$ cat src/rtl/vm_session_timer_pkg.sv
// vm_timer_pkg: shared definitions for the vending-machine session timer.
//   - vm_state_e       : FSM state encoding (IDLE=0, ACTIVE=1, RET_DELAY=2, RETURNING=3)
//   - DEF_WAIT_TIME    : default inactivity timeout in cycles (same value as the
//                        vending_machine_def kWaitTime constant)
//   - DEF_RETURN_DELAY : default cycles from accepted return trigger to return request
// No ports; imported by the timer top and its interface users.
package vm_timer_pkg;

    typedef enum logic [1:0] {
        ST_IDLE      = 2'd0,
        ST_ACTIVE    = 2'd1,
        ST_RET_DELAY = 2'd2,
        ST_RETURNING = 2'd3
    } vm_state_e;

    localparam int DEF_WAIT_TIME    = 100;
    localparam int DEF_RETURN_DELAY = 3;

endpackage

$ cat src/rtl/vm_session_timer_if.sv
// vm_session_timer_if: bundles the customer-input and change-return signals of
// the session timer.
//   master modport : drives the customer inputs and i_return_done, observes outputs
//   slave modport  : the timer itself
// Signals: i_trigger_return, i_input_coin[NUM_COINS], i_select_item[NUM_ITEMS],
//          i_available_item[NUM_ITEMS], i_return_done, o_wait_time[TIMER_W],
//          o_state[2], o_return_req, o_timeout, and o_warn when
//          VM_SESSION_TIMER_WARN_EN is defined.
// Return handshake: o_return_req is a level that stays high from the cycle the
// timer enters RETURNING until the first clock edge that samples i_return_done
// high; it drops on that edge. i_return_done is ignored while o_return_req is low.
interface vm_session_timer_if #(
    parameter int NUM_COINS = 3,
    parameter int NUM_ITEMS = 4,
    parameter int TIMER_W   = 8
);
    logic                 i_trigger_return;
    logic [NUM_COINS-1:0] i_input_coin;
    logic [NUM_ITEMS-1:0] i_select_item;
    logic [NUM_ITEMS-1:0] i_available_item;
    logic                 i_return_done;
    logic [TIMER_W-1:0]   o_wait_time;
    logic [1:0]           o_state;
    logic                 o_return_req;
    logic                 o_timeout;
`ifdef VM_SESSION_TIMER_WARN_EN
    logic                 o_warn;
`endif

    modport master (
        output i_trigger_return, i_input_coin, i_select_item, i_available_item, i_return_done,
        input  o_wait_time, o_state, o_return_req, o_timeout
`ifdef VM_SESSION_TIMER_WARN_EN
        , o_warn
`endif
    );

    modport slave (
        input  i_trigger_return, i_input_coin, i_select_item, i_available_item, i_return_done,
        output o_wait_time, o_state, o_return_req, o_timeout
`ifdef VM_SESSION_TIMER_WARN_EN
        , o_warn
`endif
    );

endinterface

$ cat src/rtl/vm_session_timer_load_down_counter.sv
// vm_load_down_counter: loadable down counter that saturates at zero.
// Ports:
//   clk, rst       : clock, asynchronous active-high reset (count -> 0)
//   load_i         : load load_val_i on the next edge (has priority over en_i)
//   load_val_i     : value to load
//   en_i           : decrement on the next edge; no effect when count is 0
//   count_o        : current count
//   zero_o         : count_o == 0
module vm_load_down_counter #(
    parameter int W = 8
) (
    input  logic         clk,
    input  logic         rst,
    input  logic         load_i,
    input  logic [W-1:0] load_val_i,
    input  logic         en_i,
    output logic [W-1:0] count_o,
    output logic         zero_o
);

    logic [W-1:0] count_q;
    logic [W-1:0] count_d;

    always_comb begin
        count_d = count_q;
        if (load_i) begin
            count_d = load_val_i;
        end else if (en_i && (count_q != '0)) begin
            count_d = count_q - 1'b1;
        end
    end

    always_ff @(posedge clk or posedge rst) begin
        if (rst) begin
            count_q <= '0;
        end else begin
            count_q <= count_d;
        end
    end

    assign count_o = count_q;
    assign zero_o  = (count_q == '0);

endmodule

$ cat src/rtl/vm_session_timer.sv
// vm_session_timer: customer inactivity / return-request timer with a
// change-return handshake toward the dispenser.
// Ports:
//   clk    : system clock
//   reset  : asynchronous active-high reset
//   bus    : vm_session_timer_if.slave (customer inputs, return handshake,
//            o_wait_time counter value, o_state FSM state, o_timeout pulse)
// Optional: define VM_SESSION_TIMER_WARN_EN to add bus.o_warn, high while ACTIVE
// with 0 < counter <= WARN_THRESH.
// All outputs are registered; o_state is the FSM state for observation.
module vm_session_timer
    import vm_timer_pkg::*;
#(
    parameter int NUM_COINS    = 3,
    parameter int NUM_ITEMS    = 4,
    parameter int TIMER_W      = 8,
    parameter int WAIT_TIME    = DEF_WAIT_TIME,
    parameter int RETURN_DELAY = DEF_RETURN_DELAY,
    parameter int WARN_THRESH  = 10
) (
    input  logic              clk,
    input  logic              reset,
    vm_session_timer_if.slave bus
);

    // Loads must fit the counter so it can never wrap.
    if (WAIT_TIME < 1 || longint'(WAIT_TIME) >= (longint'(1) << TIMER_W)) begin : g_bad_wait
        $error("vm_session_timer: WAIT_TIME out of range");
    end
    if (RETURN_DELAY < 0 || longint'(RETURN_DELAY) >= (longint'(1) << TIMER_W)) begin : g_bad_delay
        $error("vm_session_timer: RETURN_DELAY out of range");
    end
    if (WARN_THRESH < 0 || longint'(WARN_THRESH) >= (longint'(1) << TIMER_W)) begin : g_bad_warn
        $error("vm_session_timer: WARN_THRESH out of range");
    end

    localparam logic [TIMER_W-1:0] LOAD_WAIT  = TIMER_W'(WAIT_TIME);
    localparam logic [TIMER_W-1:0] LOAD_DELAY = TIMER_W'(RETURN_DELAY);

    vm_state_e state_q, state_d;
    logic      trig_q;
    logic      timeout_q, timeout_d;
    logic      return_req_q;

    logic [NUM_COINS-1:0] coins;
    logic [NUM_ITEMS-1:0] picks;
    logic                 activity;
    logic                 trig;

    logic               cnt_load;
    logic [TIMER_W-1:0] cnt_val;
    logic               cnt_en;
    logic [TIMER_W-1:0] cnt;
    logic               cnt_zero;

    assign coins    = bus.i_input_coin;
    assign picks    = bus.i_select_item & bus.i_available_item;
    assign activity = (|coins) | (|picks);
    // Rising edge only: a held button is accepted once.
    assign trig     = bus.i_trigger_return & ~trig_q;

    vm_load_down_counter #(.W(TIMER_W)) u_counter (
        .clk        (clk),
        .rst        (reset),
        .load_i     (cnt_load),
        .load_val_i (cnt_val),
        .en_i       (cnt_en),
        .count_o    (cnt),
        .zero_o     (cnt_zero)
    );

    always_comb begin
        state_d   = state_q;
        cnt_load  = 1'b0;
        cnt_val   = '0;
        cnt_en    = 1'b0;
        timeout_d = 1'b0;
        unique case (state_q)
            ST_IDLE: begin
                cnt_load = 1'b1;
                if (trig) begin
                    state_d = ST_RET_DELAY;
                    cnt_val = LOAD_DELAY;
                end else if (activity) begin
                    state_d = ST_ACTIVE;
                    cnt_val = LOAD_WAIT;
                end
            end
            ST_ACTIVE: begin
                if (trig) begin
                    state_d  = ST_RET_DELAY;
                    cnt_load = 1'b1;
                    cnt_val  = LOAD_DELAY;
                end else if (activity) begin
                    cnt_load = 1'b1;
                    cnt_val  = LOAD_WAIT;
                end else if (!cnt_zero) begin
                    cnt_en = 1'b1;
                end else begin
                    state_d   = ST_RETURNING;
                    timeout_d = 1'b1;
                end
            end
            ST_RET_DELAY: begin
                if (!cnt_zero) begin
                    cnt_en = 1'b1;
                end else begin
                    state_d = ST_RETURNING;
                end
            end
            ST_RETURNING: begin
                cnt_load = 1'b1;
                if (bus.i_return_done) begin
                    state_d = ST_IDLE;
                end
            end
            default: begin
                state_d  = ST_IDLE;
                cnt_load = 1'b1;
            end
        endcase
    end

    always_ff @(posedge clk or posedge reset) begin
        if (reset) begin
            state_q      <= ST_IDLE;
            trig_q       <= 1'b0;
            timeout_q    <= 1'b0;
            return_req_q <= 1'b0;
        end else begin
            state_q      <= state_d;
            trig_q       <= bus.i_trigger_return;
            timeout_q    <= timeout_d;
            return_req_q <= (state_d == ST_RETURNING);
        end
    end

    assign bus.o_wait_time  = cnt;
    assign bus.o_state      = state_q;
    assign bus.o_return_req = return_req_q;
    assign bus.o_timeout    = timeout_q;

`ifdef VM_SESSION_TIMER_WARN_EN
    // Warn is evaluated on the values the counter and state will hold after the
    // edge so that it lines up with o_wait_time and o_state.
    logic [TIMER_W-1:0] cnt_next;
    logic               warn_q;
    logic               warn_d;

    assign cnt_next = cnt_load ? cnt_val : (cnt_en ? cnt - 1'b1 : cnt);
    assign warn_d   = (state_d == ST_ACTIVE) && (cnt_next != '0)
                      && (cnt_next <= TIMER_W'(WARN_THRESH));

    always_ff @(posedge clk or posedge reset) begin
        if (reset) begin
            warn_q <= 1'b0;
        end else begin
            warn_q <= warn_d;
        end
    end

    assign bus.o_warn = warn_q;
`endif

endmodule

$ cat src/flat_wrapper.sv
// flat-port wrapper written by rule: the top's interface ports become plain ports
module vm_session_timer_flat import vm_timer_pkg::*;
#(
    parameter int NUM_COINS    = 3,
    parameter int NUM_ITEMS    = 4,
    parameter int TIMER_W      = 8,
    parameter int WAIT_TIME    = DEF_WAIT_TIME,
    parameter int RETURN_DELAY = DEF_RETURN_DELAY,
    parameter int WARN_THRESH  = 10
)
  (clk, reset, bus_i_trigger_return, bus_i_input_coin, bus_i_select_item, bus_i_available_item, bus_i_return_done, bus_o_wait_time, bus_o_state, bus_o_return_req, bus_o_timeout);
  vm_session_timer_if #(.NUM_COINS(NUM_COINS), .NUM_ITEMS(NUM_ITEMS), .TIMER_W(TIMER_W)) bus_i ();
  input  logic clk;
  input  logic reset;
  input wire logic [$bits(bus_i.i_trigger_return)-1:0] bus_i_trigger_return;
  input wire logic [$bits(bus_i.i_input_coin)-1:0] bus_i_input_coin;
  input wire logic [$bits(bus_i.i_select_item)-1:0] bus_i_select_item;
  input wire logic [$bits(bus_i.i_available_item)-1:0] bus_i_available_item;
  input wire logic [$bits(bus_i.i_return_done)-1:0] bus_i_return_done;
  output wire logic [$bits(bus_i.o_wait_time)-1:0] bus_o_wait_time;
  output wire logic [$bits(bus_i.o_state)-1:0] bus_o_state;
  output wire logic [$bits(bus_i.o_return_req)-1:0] bus_o_return_req;
  output wire logic [$bits(bus_i.o_timeout)-1:0] bus_o_timeout;
  assign bus_i.i_trigger_return = bus_i_trigger_return;
  assign bus_i.i_input_coin = bus_i_input_coin;
  assign bus_i.i_select_item = bus_i_select_item;
  assign bus_i.i_available_item = bus_i_available_item;
  assign bus_i.i_return_done = bus_i_return_done;
  assign bus_o_wait_time = bus_i.o_wait_time;
  assign bus_o_state = bus_i.o_state;
  assign bus_o_return_req = bus_i.o_return_req;
  assign bus_o_timeout = bus_i.o_timeout;
  vm_session_timer #(.NUM_COINS(NUM_COINS), .NUM_ITEMS(NUM_ITEMS), .TIMER_W(TIMER_W), .WAIT_TIME(WAIT_TIME), .RETURN_DELAY(RETURN_DELAY), .WARN_THRESH(WARN_THRESH)) u_core (.clk(clk), .reset(reset), .bus(bus_i));
endmodule
$ cat config.mk
export PLATFORM = sky130hd
export DESIGN_NAME = vm_session_timer_flat
export DESIGN_NICKNAME = d
export VERILOG_FILES = /design/src/rtl/vm_session_timer_pkg.sv /design/src/rtl/vm_session_timer_if.sv /design/src/rtl/vm_session_timer_load_down_counter.sv /design/src/rtl/vm_session_timer.sv /design/src/flat_wrapper.sv
export SDC_FILE = /design/constraint.sdc
export NUM_CORES = 1
export LEC_CHECK = 0
export CAP_MARGIN = 20
export CORE_UTILIZATION = 54
export DETAILED_ROUTE_END_ITERATION = 8
export DONT_BUFFER_PORTS = 1
export MAX_ROUTING_LAYER = met4
export PLACE_DENSITY_LB_ADDON = 0.15
export SLEW_MARGIN = 20
export SYNTH_ARGS = -nofsm -noshare
export SYNTH_HDL_FRONTEND = slang
export SYNTH_HIERARCHICAL = 1
export SYNTH_SLANG_ARGS = --single-unit
$ cat constraint.sdc
create_clock -name clk -period 2.2 [get_ports clk]
set_clock_uncertainty 0.15 [all_clocks]
set_input_delay 0.11 -clock clk [delete_from_list [all_inputs] [get_ports clk]]
set_output_delay 0.11 -clock clk [all_outputs]
set_load 0.005 [all_outputs]
== Word level (Yosys, flattened, before mapping) ==
Index checks and enable logic that the tools add are counted.

* Bits in registers: 13
* Bits in latches: 0
* RAM bits: 0
* ROM bits: 0
* Bits of input ports: 15
* Output and inout bits: 12
* Logic and storage cells: 46
* Memories kept: 0

* $add $sub $neg: 1
* Multiply operators: 0
* Div/mod/pow operators: 0
* $lt $le $gt $ge: 0
* Equality and inequality tests: 4
* Shift-type cells: 0
* Multiplexer cells: 23
* Bitwise logic cells: 4
* Reductions and logical operators: 9

{| class="wikitable"
|+ Operator list
! operator !! count
|-
| 2-to-1 mux 8 bit || 4
|-
| 2-to-1 mux 2 bit || 6
|-
| 2-to-1 mux 1 bit || 9
|-
| zero test 8 bit || 1
|-
| case mux 2 bit (4 select lines) || 1
|-
| nonzero test 8 bit || 1
|-
| subtractor 8 x 1 -> 8 bit (second input constant) || 1
|-
| 2-to-1 mux 7 bit || 1
|-
| == test 2 bit (second input constant) || 3
|-
| AND 4 bit || 1
|-
| case mux 1 bit (2 select lines) || 2
|-
| OR reduction 2 bit || 2
|-
| OR reduction 4 bit || 1
|-
| OR reduction 3 bit || 1
|-
| == test 2 x 1 -> 1 bit (second input constant) || 1
|-
| zero test 2 bit || 1
|-
| nonzero test 2 bit || 1
|-
| AND 1 bit || 1
|-
| logical AND 1 bit || 1
|-
| inverter 1 bit || 1
|-
| bitwise OR 1 bit || 1
|}

== Longest topological paths before layout ==
Gate-level depths: netlist (run 1).

* Word-level depth: 9
* Depth in mapped cells: 9
* Depth with buffers taken out: 9

== By module ==
Netlist (run 1), hierarchy kept.

{| class="wikitable"
|+ By module, submodules not included
! module !! times used !! cells an instance !! area each (um^2) !! sequential area each (um^2)
|-
| vm_load_down_counter || 1 || 53 || 495.5 || 200.2
|-
| vm_session_timer || 1 || 45 || 397.9 || 125.1
|}

== Least setup slack after synthesis (run 1) ==
No wires, ideal clock.

* Path type: flip-flop to flip-flop
* From: reg u_core.u_counter.count_q[0], in the netlist u_core/u_counter/count_o[0]
* To: reg u_core.u_counter.count_q[7], in the netlist u_core/u_counter/count_o[7]
* Setup time: 0.136 ns
* Arrival: 1.914 ns
* Data required time: 1.914 ns
* Slack: 0.000 ns
* Cell stages (with the launch flop): 10
* Path buffers: 0
* Clock period less this slack: 2.200 ns
* Cell sequence: dfrtp_1 > inv_1 > ha_1 > or4b_4 > nor2_1 > nor3b_1 > nor3b_1 > nand4_1 > xor2_1 > o21ai_0

* Word-level cells in the longest chain between the ends: 7
* Elaborated cells between the ends (all ways): 11
* Classes of those cells: 1 x add/sub; 6 x mux; 4 x reduce/logical

{| class="wikitable"
|+ Ends and longest elaborated chain
! element !! line !! RTL
|-
| start, declared || vm_session_timer_load_down_counter.sv:21 || <nowiki>logic [W-1:0] count_q;</nowiki>
|-
| start signal, assigned || vm_session_timer_load_down_counter.sv:37 || <nowiki>count_q <= count_d;</nowiki>
|-
| zero test 8 bit (*) || vm_session_timer_load_down_counter.sv:42 || <nowiki>assign zero_o = (count_q == '0);</nowiki>
|-
| via u_core.cnt_zero || vm_session_timer.sv:54 || <nowiki>logic cnt_zero;</nowiki>
|-
| 2-to-1 mux 1 bit (*) || vm_session_timer.sv:97, vm_session_timer.sv:105 ||
|-
| 2-to-1 mux 1 bit || vm_session_timer.sv:94 || <nowiki>end else if (activity) begin</nowiki>
|-
| 2-to-1 mux 1 bit || vm_session_timer.sv:90 || <nowiki>if (trig) begin</nowiki>
|-
| case mux 1 bit (2 select lines) (*) || vm_session_timer.sv:78 || <nowiki>unique case (state_q)</nowiki>
|-
| via u_core.cnt_en || vm_session_timer.sv:52 || <nowiki>logic cnt_en;</nowiki>
|-
| logical AND 1 bit (*) || vm_session_timer_load_down_counter.sv:28 || <nowiki>end else if (en_i && (count_q != '0)) begin</nowiki>
|-
| nonzero test 2 bit (no line) (*) || - ||
|}

The timed path passes the listed nets; every way through them passes the cells marked *. The select of a mux whose other input is x is not followed.
A chain may end at the register's enable or synchronous reset.

== Worst setup path after layout (run 1) ==
* From: in bus_i_available_item[3]
* To: reg u_core.u_counter.count_q[3], in the netlist u_core/u_counter/count_o[3]

* Word-level cells in the longest chain between the ends: 8
* Elaborated cells between the ends (all ways): 12
* Classes of those cells: 7 x mux; 2 x bitwise; 3 x reduce/logical

{| class="wikitable"
|+ Ends and longest elaborated chain
! element !! line !! RTL
|-
| start, declared || flat_wrapper.sv:18 || <nowiki>input wire logic [$bits(bus_i.i_available_item)-1:0] bus_i_available_item;</nowiki>
|-
| AND 4 bit || vm_session_timer.sv:57 || <nowiki>assign picks = bus.i_select_item & bus.i_available_item;</nowiki>
|-
| OR reduction 4 bit || vm_session_timer.sv:58 || <nowiki>assign activity = (|coins) | (|picks);</nowiki>
|-
| bitwise OR 1 bit || vm_session_timer.sv:58 ||
|-
| 2-to-1 mux 1 bit || vm_session_timer.sv:94 ||
|-
| 2-to-1 mux 1 bit || vm_session_timer.sv:90 ||
|-
| case mux 1 bit (2 select lines) || vm_session_timer.sv:78 ||
|-
| via u_core.cnt_en || vm_session_timer.sv:52 ||
|-
| logical AND 1 bit || vm_session_timer_load_down_counter.sv:28 ||
|-
| nonzero test 2 bit (no line) || - ||
|}

The timed path passes the listed nets, and every way through them passes these cells.

==> impl_metrics.yaml, run 1 <==
die:
  rows: 14
  initial_core_util_pct: 58.6
  die-height_microns: 42.7
  die_footprint_sq_um: 1820
  ioPinCount: 27
  die_x_microns: 42.7
  floorplan.core_area_sq_um: 1520
power_and_ir_drop:
  power_density_nw_per_um2: 1430
  total_leakage_power_nw: 0.591
  power.ir.vdd_worst_mv: 0.927
yosys:
  fraction_of_the_mapped_netlist_area_in_compound_gates_pct: 19.0
  ys_warn_count: 6
  syn_area_sq_um: 893
  synth_largest_area_cell: "dfrtp_1"
  synth_edf_count: 0
  synth_seq_cells: 13
  synth_flop_cell: "dfrtp_1"
  synthTopCellsByArea: "dfrtp_1 (36%), ha_1 (8.4%), nand2_1 (4.2%), o21ai_0 (3.4%), inv_1 (2.9%)"
  synth.mux.area_fraction_pct: 1.26
  synth-xor-area-share_pct: 3.92
  synth_simple_gate_area_share_pct: 27.2
  netlist_instances: 98
  syn_avg_cell_area_sq_um: 9.12
  netlist.area_leader.share_pct: 36.4
  main_combinational_cell_family_by_area_after_synthesis: "simple AND/OR/NAND/NOR gates"
  synth_sequential_area_ratio_pct: 36.4
  yosys.area_share.adder_pct: 8.40
  postSynth.asyncResetShare_pct: 100
  synth.lib_cells_used.distinct: 39
clock_tree:
  clkTransAtPathRegs_ns: 0.09
  cts_tree: "done"
  cts_htree_levels: 1
  clock_tree.buffer_depth: 2
  cts_sinks: 13
  cts_buffers: 3
  clock-root-buffer: "clkbuf_4"
  worst_skew_pair.late_latency_ns: 0.29
sta:
  timing.fmax_mhz: 448
  period_needed_ns: 2.23
  slew_viol_final: 0
  rsz0062_at_grt: "true"
  finalHoldViolations: 0
  setup-violations-final: 2
  timing.final.crit_share_pct: 101
  fin_setup_tns_ns: -0.0418
  final.setup.worst_slack_ns: -0.0297
layout:
  number_of_antenna_cells_inserted: 0
  design_area_sq_um: 1340
  post_route_cells_drive_above_1_share_pct: 37.7
  finalNetCount: 160
  flow.area_growth_from_synthesis_pct: 49.6
global_routing:
  grt_pass1_vias: 859
  globalRouteTotalUtil_pct: 29.5
  first_pass_grt_wire_length_microns: 3880
  grt.overflow.total: 0
  grt_antenna_before_repair: 0
  grt_max_degree: 9
placed_design:
  routabilityCongestion: 0.891
  detailedPlacementHpwl_microns: 1680
  placedInstanceArea_sq_um: 1060
  preCtsSetupSlack_ns: -0.194
  buffer_ports.inserted: 0
drt:
  dr_total_vias: 958
  dr_drc_count: 0
  postRouteAntennaNets: 0
  routed_wirelength_microns: 2800
  drt-vias-per-instance: 6.22
  avg_wl_per_cell_microns: 18.2
  detailedRoute.firstPassIterationCount: 5
  number_of_drc_markers_after_the_initial_detailed_route_iteration: 43
worst_setup_path:
  max_stage_delay_ns: 0.55
  type_of_the_worst_setup_path: "in2reg"
  cp-end-kind: "flop"
  largest_driver_fanout_on_the_critical_path: 3
  worstPathCellList: "dlygate4sd3_1 > a22oi_2 > and3_4 > a31oi_4 > nor3b_4 > nor3b_4 > nand2b_1 > a22oi_2 > o41ai_2"
  worst_ep_arrival_time_ns: 2.25
  slowest_stage_cell_cp: "dlygate4sd3_1"
  worst_path_required_time_ns: 2.22
  setup_crit_start_kind: "input pin"
run:
  drv_cap: 0
min_path:
  hold_class: "in2async"
run_status:
  outcome: "finished with violations"
  violations: "setup timing"
sequential cells by signal, summed over array words and instances (netlist names):
| name | flops |
|---|---|
| u_core/trig_q | 1 |
| u_core/bus.o_state | 2 |
| u_core/u_counter/count_o | 8 |
| u_core/bus.o_timeout | 1 |
| u_core/bus.o_return_req | 1 |
path summary, 6_finish.rpt:
kind                                        startpoint                           to  slack [ns]  cells after the start
setup / recovery               bus_i_available_item[3]  u_core/u_counter/count_o[3]       -0.03                      9
hold / removal                                   reset                u_core/trig_q        0.03                      2
setup reg to reg           u_core/u_counter/count_o[1]      u_core/bus.o_return_req       -0.01                      8
hold reg to reg            u_core/u_counter/count_o[3]  u_core/u_counter/count_o[3]        0.50                      2
max in group asynchronous                        reset  u_core/u_counter/count_o[4]        1.55                      2
min in group clk                   bus_i_input_coin[2]        u_core/bus.o_state[1]        0.15                      5
layer usage:
metal | share of wire, % | vias to the layer above | global-route usage, %
li1 | - | 436 | -
met1 | 40 | 446 | 36.7
met2 | 49 | 64 | 47.9
met3 | 9.3 | 12 | 8.51
met4 | 2.3 | 0 | 5.63
met5 | 0 | - | -
power by group:
group	switching (W)	leakage (nW)	internal [W]
combinational	0.000724	0.408	0.000620
clock	0.0000908	0.0177	0.0000677
sequential	0.0000667	0.165	0.000335
critical path, delay by kind of cell:
family / cells / cell delay, ns
compound gates: 4 / 0.60
simple gates: 4 / 0.99
buf+inv: 1 / 0.55
cell usage in the layout (no fill, tap or decap), types with 2 or more instances in the layout:
| master | instances |
|---|---|
| ha_1 | 5 |
| dfrtp_1 | 13 |
| o21ai_0 | 5 |
| a22oi_2 | 3 |
| o21ai_1 | 5 |
| xnor2_1 | 2 |
| nor3b_4 | 2 |
| conb_1 | 3 |
| a211oi_1 | 2 |
| nor3_1 | 3 |
| buf_4 | 25 |
| nand2_1 | 9 |
| dlygate4sd3_1 | 7 |
| xor2_1 | 2 |
| nand4_1 | 4 |
| clkbuf_4 | 3 |
| inv_2 | 2 |
| inv_1 | 5 |
| dlymetal6s4s_1 | 3 |
| nor2_1 | 5 |
| a21oi_1 | 2 |
Yosys cell counts (3+ instances only):
cell type	count
o21ai_1	4
nand4_1	4
ha_1	6
nand2_1	10
o21ai_0	6
a21oi_1	3
nor3_1	3
dfrtp_1	13
inv_1	7
nor2_1	6
layout make-up:
type	instances	area, sq um
inverter	7	26.3
clock buffer	3	22.5
multi-input combinational	79	642
clock inverter	1	5.00
fill	72	188
sequential	13	325
tap	16	20.0
timing repair buffer	35	295
repair_timing:
item / in CTS / in global routing
hold buffers: 10 / 0
gates resized for setup: 5 / 19
buffers inserted: 0 / 6
hold endpoints to repair: 18 / 0
pin swaps: 1 / 15
setup endpoints to repair: 8 / 10
kinds of logic after synthesis:
kind of cell,count (synthesis)
adders and majority gates,6
buffers and inverters,8
muxes,1
xor gates and xnor gates,4
DFF,13
other,1
and+or+nand+nor,40
AOI/OAI and AO/OA,25
stage by stage:
stage	power, W	hold slack (ns)	instances	util [%]
finish	0.00190	0.0316	154	87.7
detailed placement	0.00144	-0.247	134	69.5
floorplan	0.00104	-0.261	100	-
global route	0.00201	0.0527	154	87.7
CTS	0.00165	0.00157	148	79.6
global placement	0.00140	-0.251	134	69.5
Power figures use the tool's default switching activity.
==> inputs of run 2 (changes only) <==
CORE_MARGIN = 3   (was unset)
==> impl_metrics.yaml, run 2 (synthesis gave the netlist of run 1 again) <==
clock_tree:
  clock_tree.buffer_depth: 2
  cts_buffers: 3
  clock-root-buffer: "clkbuf_4"
  cts_tree: "done"
  clkTransAtPathRegs_ns: 0.08
  cts_sinks: 13
  worst_skew_pair.late_latency_ns: 0.27
  cts_htree_levels: 1
die:
  initial_core_util_pct: 58.6
  die-height_microns: 46.7
  ioPinCount: 27
  die_x_microns: 46.7
  die_footprint_sq_um: 2180
  floorplan.core_area_sq_um: 1520
  rows: 14
sta:
  rsz0062_at_grt: "true"
  period_needed_ns: 2.14
  worst_slew_margin_relative_to_its_limit_pct: 60.7
  finalHoldViolations: 0
  fin_setup_tns_ns: 0
  setup-violations-final: 0
  timing.fmax_mhz: 466
  worst_margin_pin_slew_ns: 0.585
  timing.final.crit_share_pct: 97.5
  slew_viol_final: 0
worst_setup_path:
  cp-end-kind: "flop"
  stages_on_the_worst_setup_path: 8
  setup_crit_start_kind: "flop"
  cp.buffers_inverters: 1
  slowest_stage_cell_cp: "dfrtp_1"
  type_of_the_worst_setup_path: "reg2reg"
  worst_ep_arrival_time_ns: 2.20
  worst_path_required_time_ns: 2.26
  worstPathCellList: "inv_2 > ha_1 > a31oi_1 > nor3b_4 > nor3b_4 > nand4_1 > xor2_1 > o21ai_1"
  largest_driver_fanout_on_the_critical_path: 4
  r2r_slack_ns: 0.06
  source_of_the_worst_register_to_register_timing_path: "u_core/bus.o_state[0]"
  timing.critical_path.from: "u_core/bus.o_state[0]"
  rr_endpoint: "u_core/u_counter/count_o[7]"
  cp_top_family: "simple AND/OR/NAND/NOR gates"
  max_stage_delay_ns: 0.44
  rr_worst_depth: 8
  critPathCapture: "u_core/u_counter/count_o[7]"
  timing.critical_path.mode_cell: "nor3b_4"
power_and_ir_drop:
  power.total_w: 0.00182
  power.ir.vdd_worst_mv: 1.05
  total_leakage_power_nw: 0.528
  power_density_nw_per_um2: 1490
global_routing:
  grt_antenna_before_repair: 0
  grt_max_degree: 9
  globalRouteTotalUtil_pct: 24.9
  first_pass_grt_wire_length_microns: 3650
  grt_pass1_vias: 823
  grt.overflow.total: 0
layout:
  n_fill_cell: 99
  flow.area_growth_from_synthesis_pct: 36.8
  number_of_antenna_cells_inserted: 0
  layout_common_cells: "buf_4 (23), dfrtp_1 (13), nand2_1 (9), o21ai_1 (6), nor2_1 (5)"
  largest_reg_flops: 8
  post_route_cells_drive_above_1_share_pct: 37.2
  layout_commonest_cell: "buf_4"
  finalNetCount: 151
  finalCoreUtilization_pct: 80.2
drt:
  avg_wl_per_cell_microns: 16.6
  postRouteAntennaNets: 0
  dr_drc_count: 0
  drt-vias-per-instance: 6.30
  routed_wirelength_microns: 2400
  number_of_drc_markers_after_the_initial_detailed_route_iteration: 35
  detailedRoute.firstPassIterationCount: 4
  dr_total_vias: 913
placed_design:
  routabilityCongestion: 0.851
  buffer_ports.inserted: 0
  detailedPlacementHpwl_microns: 1690
run:
  drv_cap: 0
run_status:
  outcome: "finished, final reports clean"
min_path:
  hold_class: "in2reg"
-- run 2: cell types whose count changed in the layout (fill, tap and decap cells not counted), sizes merged --
cell | before | now
dlygate4sd3 | 7 | 3
clkinv | 1 | 0
dlymetal6s4s | 3 | 0
clkbuf | 3 | 4
buf | 25 | 23
-- run 2: cell type report --
class	instances	area, sq um	area share [%]
Inverter	7	26.3	2.15
Multi-Input combinational cell	79	622	50.9
Timing Repair Buffer	26	203	16.6
Tap cell	16	20.0	1.64
Clock buffer	4	26.3	2.15
Sequential cell	13	325	26.6
-- run 2: how the worst min path moves through the flow --
stage,start,end,slack (ns),depth (start not counted)
4_1_cts,bus_i_available_item[2],u_core/bus.o_state[1],0.00009,3
5_1_grt,bus_i_available_item[2],u_core/bus.o_state[1],0.02,3
6_report,bus_i_available_item[2],u_core/bus.o_state[1],0.01,3
2_1_floorplan,reset,u_core/bus.o_return_req,-0.26,1
3_3_place_gp,reset,u_core/trig_q,-0.25,1
3_5_place_dp,reset,u_core/trig_q,-0.25,1
-- run 2: metrics by stage --
step | hold slack (ns) | cell area [sq um] | instances | worst slack (ns)
floorplan | -0.261 | 901 | 100 | 0.000184
global placement | -0.252 | 1070 | 135 | 0.0132
detailed placement | -0.250 | 1070 | 135 | -0.131
finish | 0.0124 | 1220 | 145 | 0.0554
CTS | 0.0000935 | 1150 | 142 | 0.0135
global route | 0.0153 | 1220 | 145 | -0.0471
-- run 2: layer usage --
layer  routed length, microns  up-vias  track usage [%]
li1                         -      418                -
met1                     1020      416             32.9
met2                     1040       62             35.2
met3                      227       17             5.47
met4                      111        0             13.3
met5                        0        -                -
-- run 2: power by group --
| group | switching (W) | total (W) | internal (W) | leakage [nW] |
|---|---|---|---|---|
| Combinational | 0.000665 | 0.00127 | 0.000606 | 0.348 |
| Clock | 0.0000786 | 0.000149 | 0.0000703 | 0.0150 |
| Sequential | 0.0000695 | 0.000405 | 0.000335 | 0.165 |
-- run 2: what timing repair did --
item | 4_1_cts | 5_1_grt
hold endpoints to repair | 18 | 0
setup endpoints to repair | 6 | 8
pin swaps | 0 | 7
hold buffers | 3 | 0
resized for setup | 6 | 14
setup buffers | 0 | 3
gates cloned | 0 | 0
-- run 2: worst reg2reg max path, cell delays in order (launching register included) --
cell	delay, ns
dfrtp_1	0.44
inv_2	0.12
ha_1	0.18
a31oi_1	0.08
nor3b_4	0.31
nor3b_4	0.34
nand4_1	0.17
xor2_1	0.18
o21ai_1	0.11
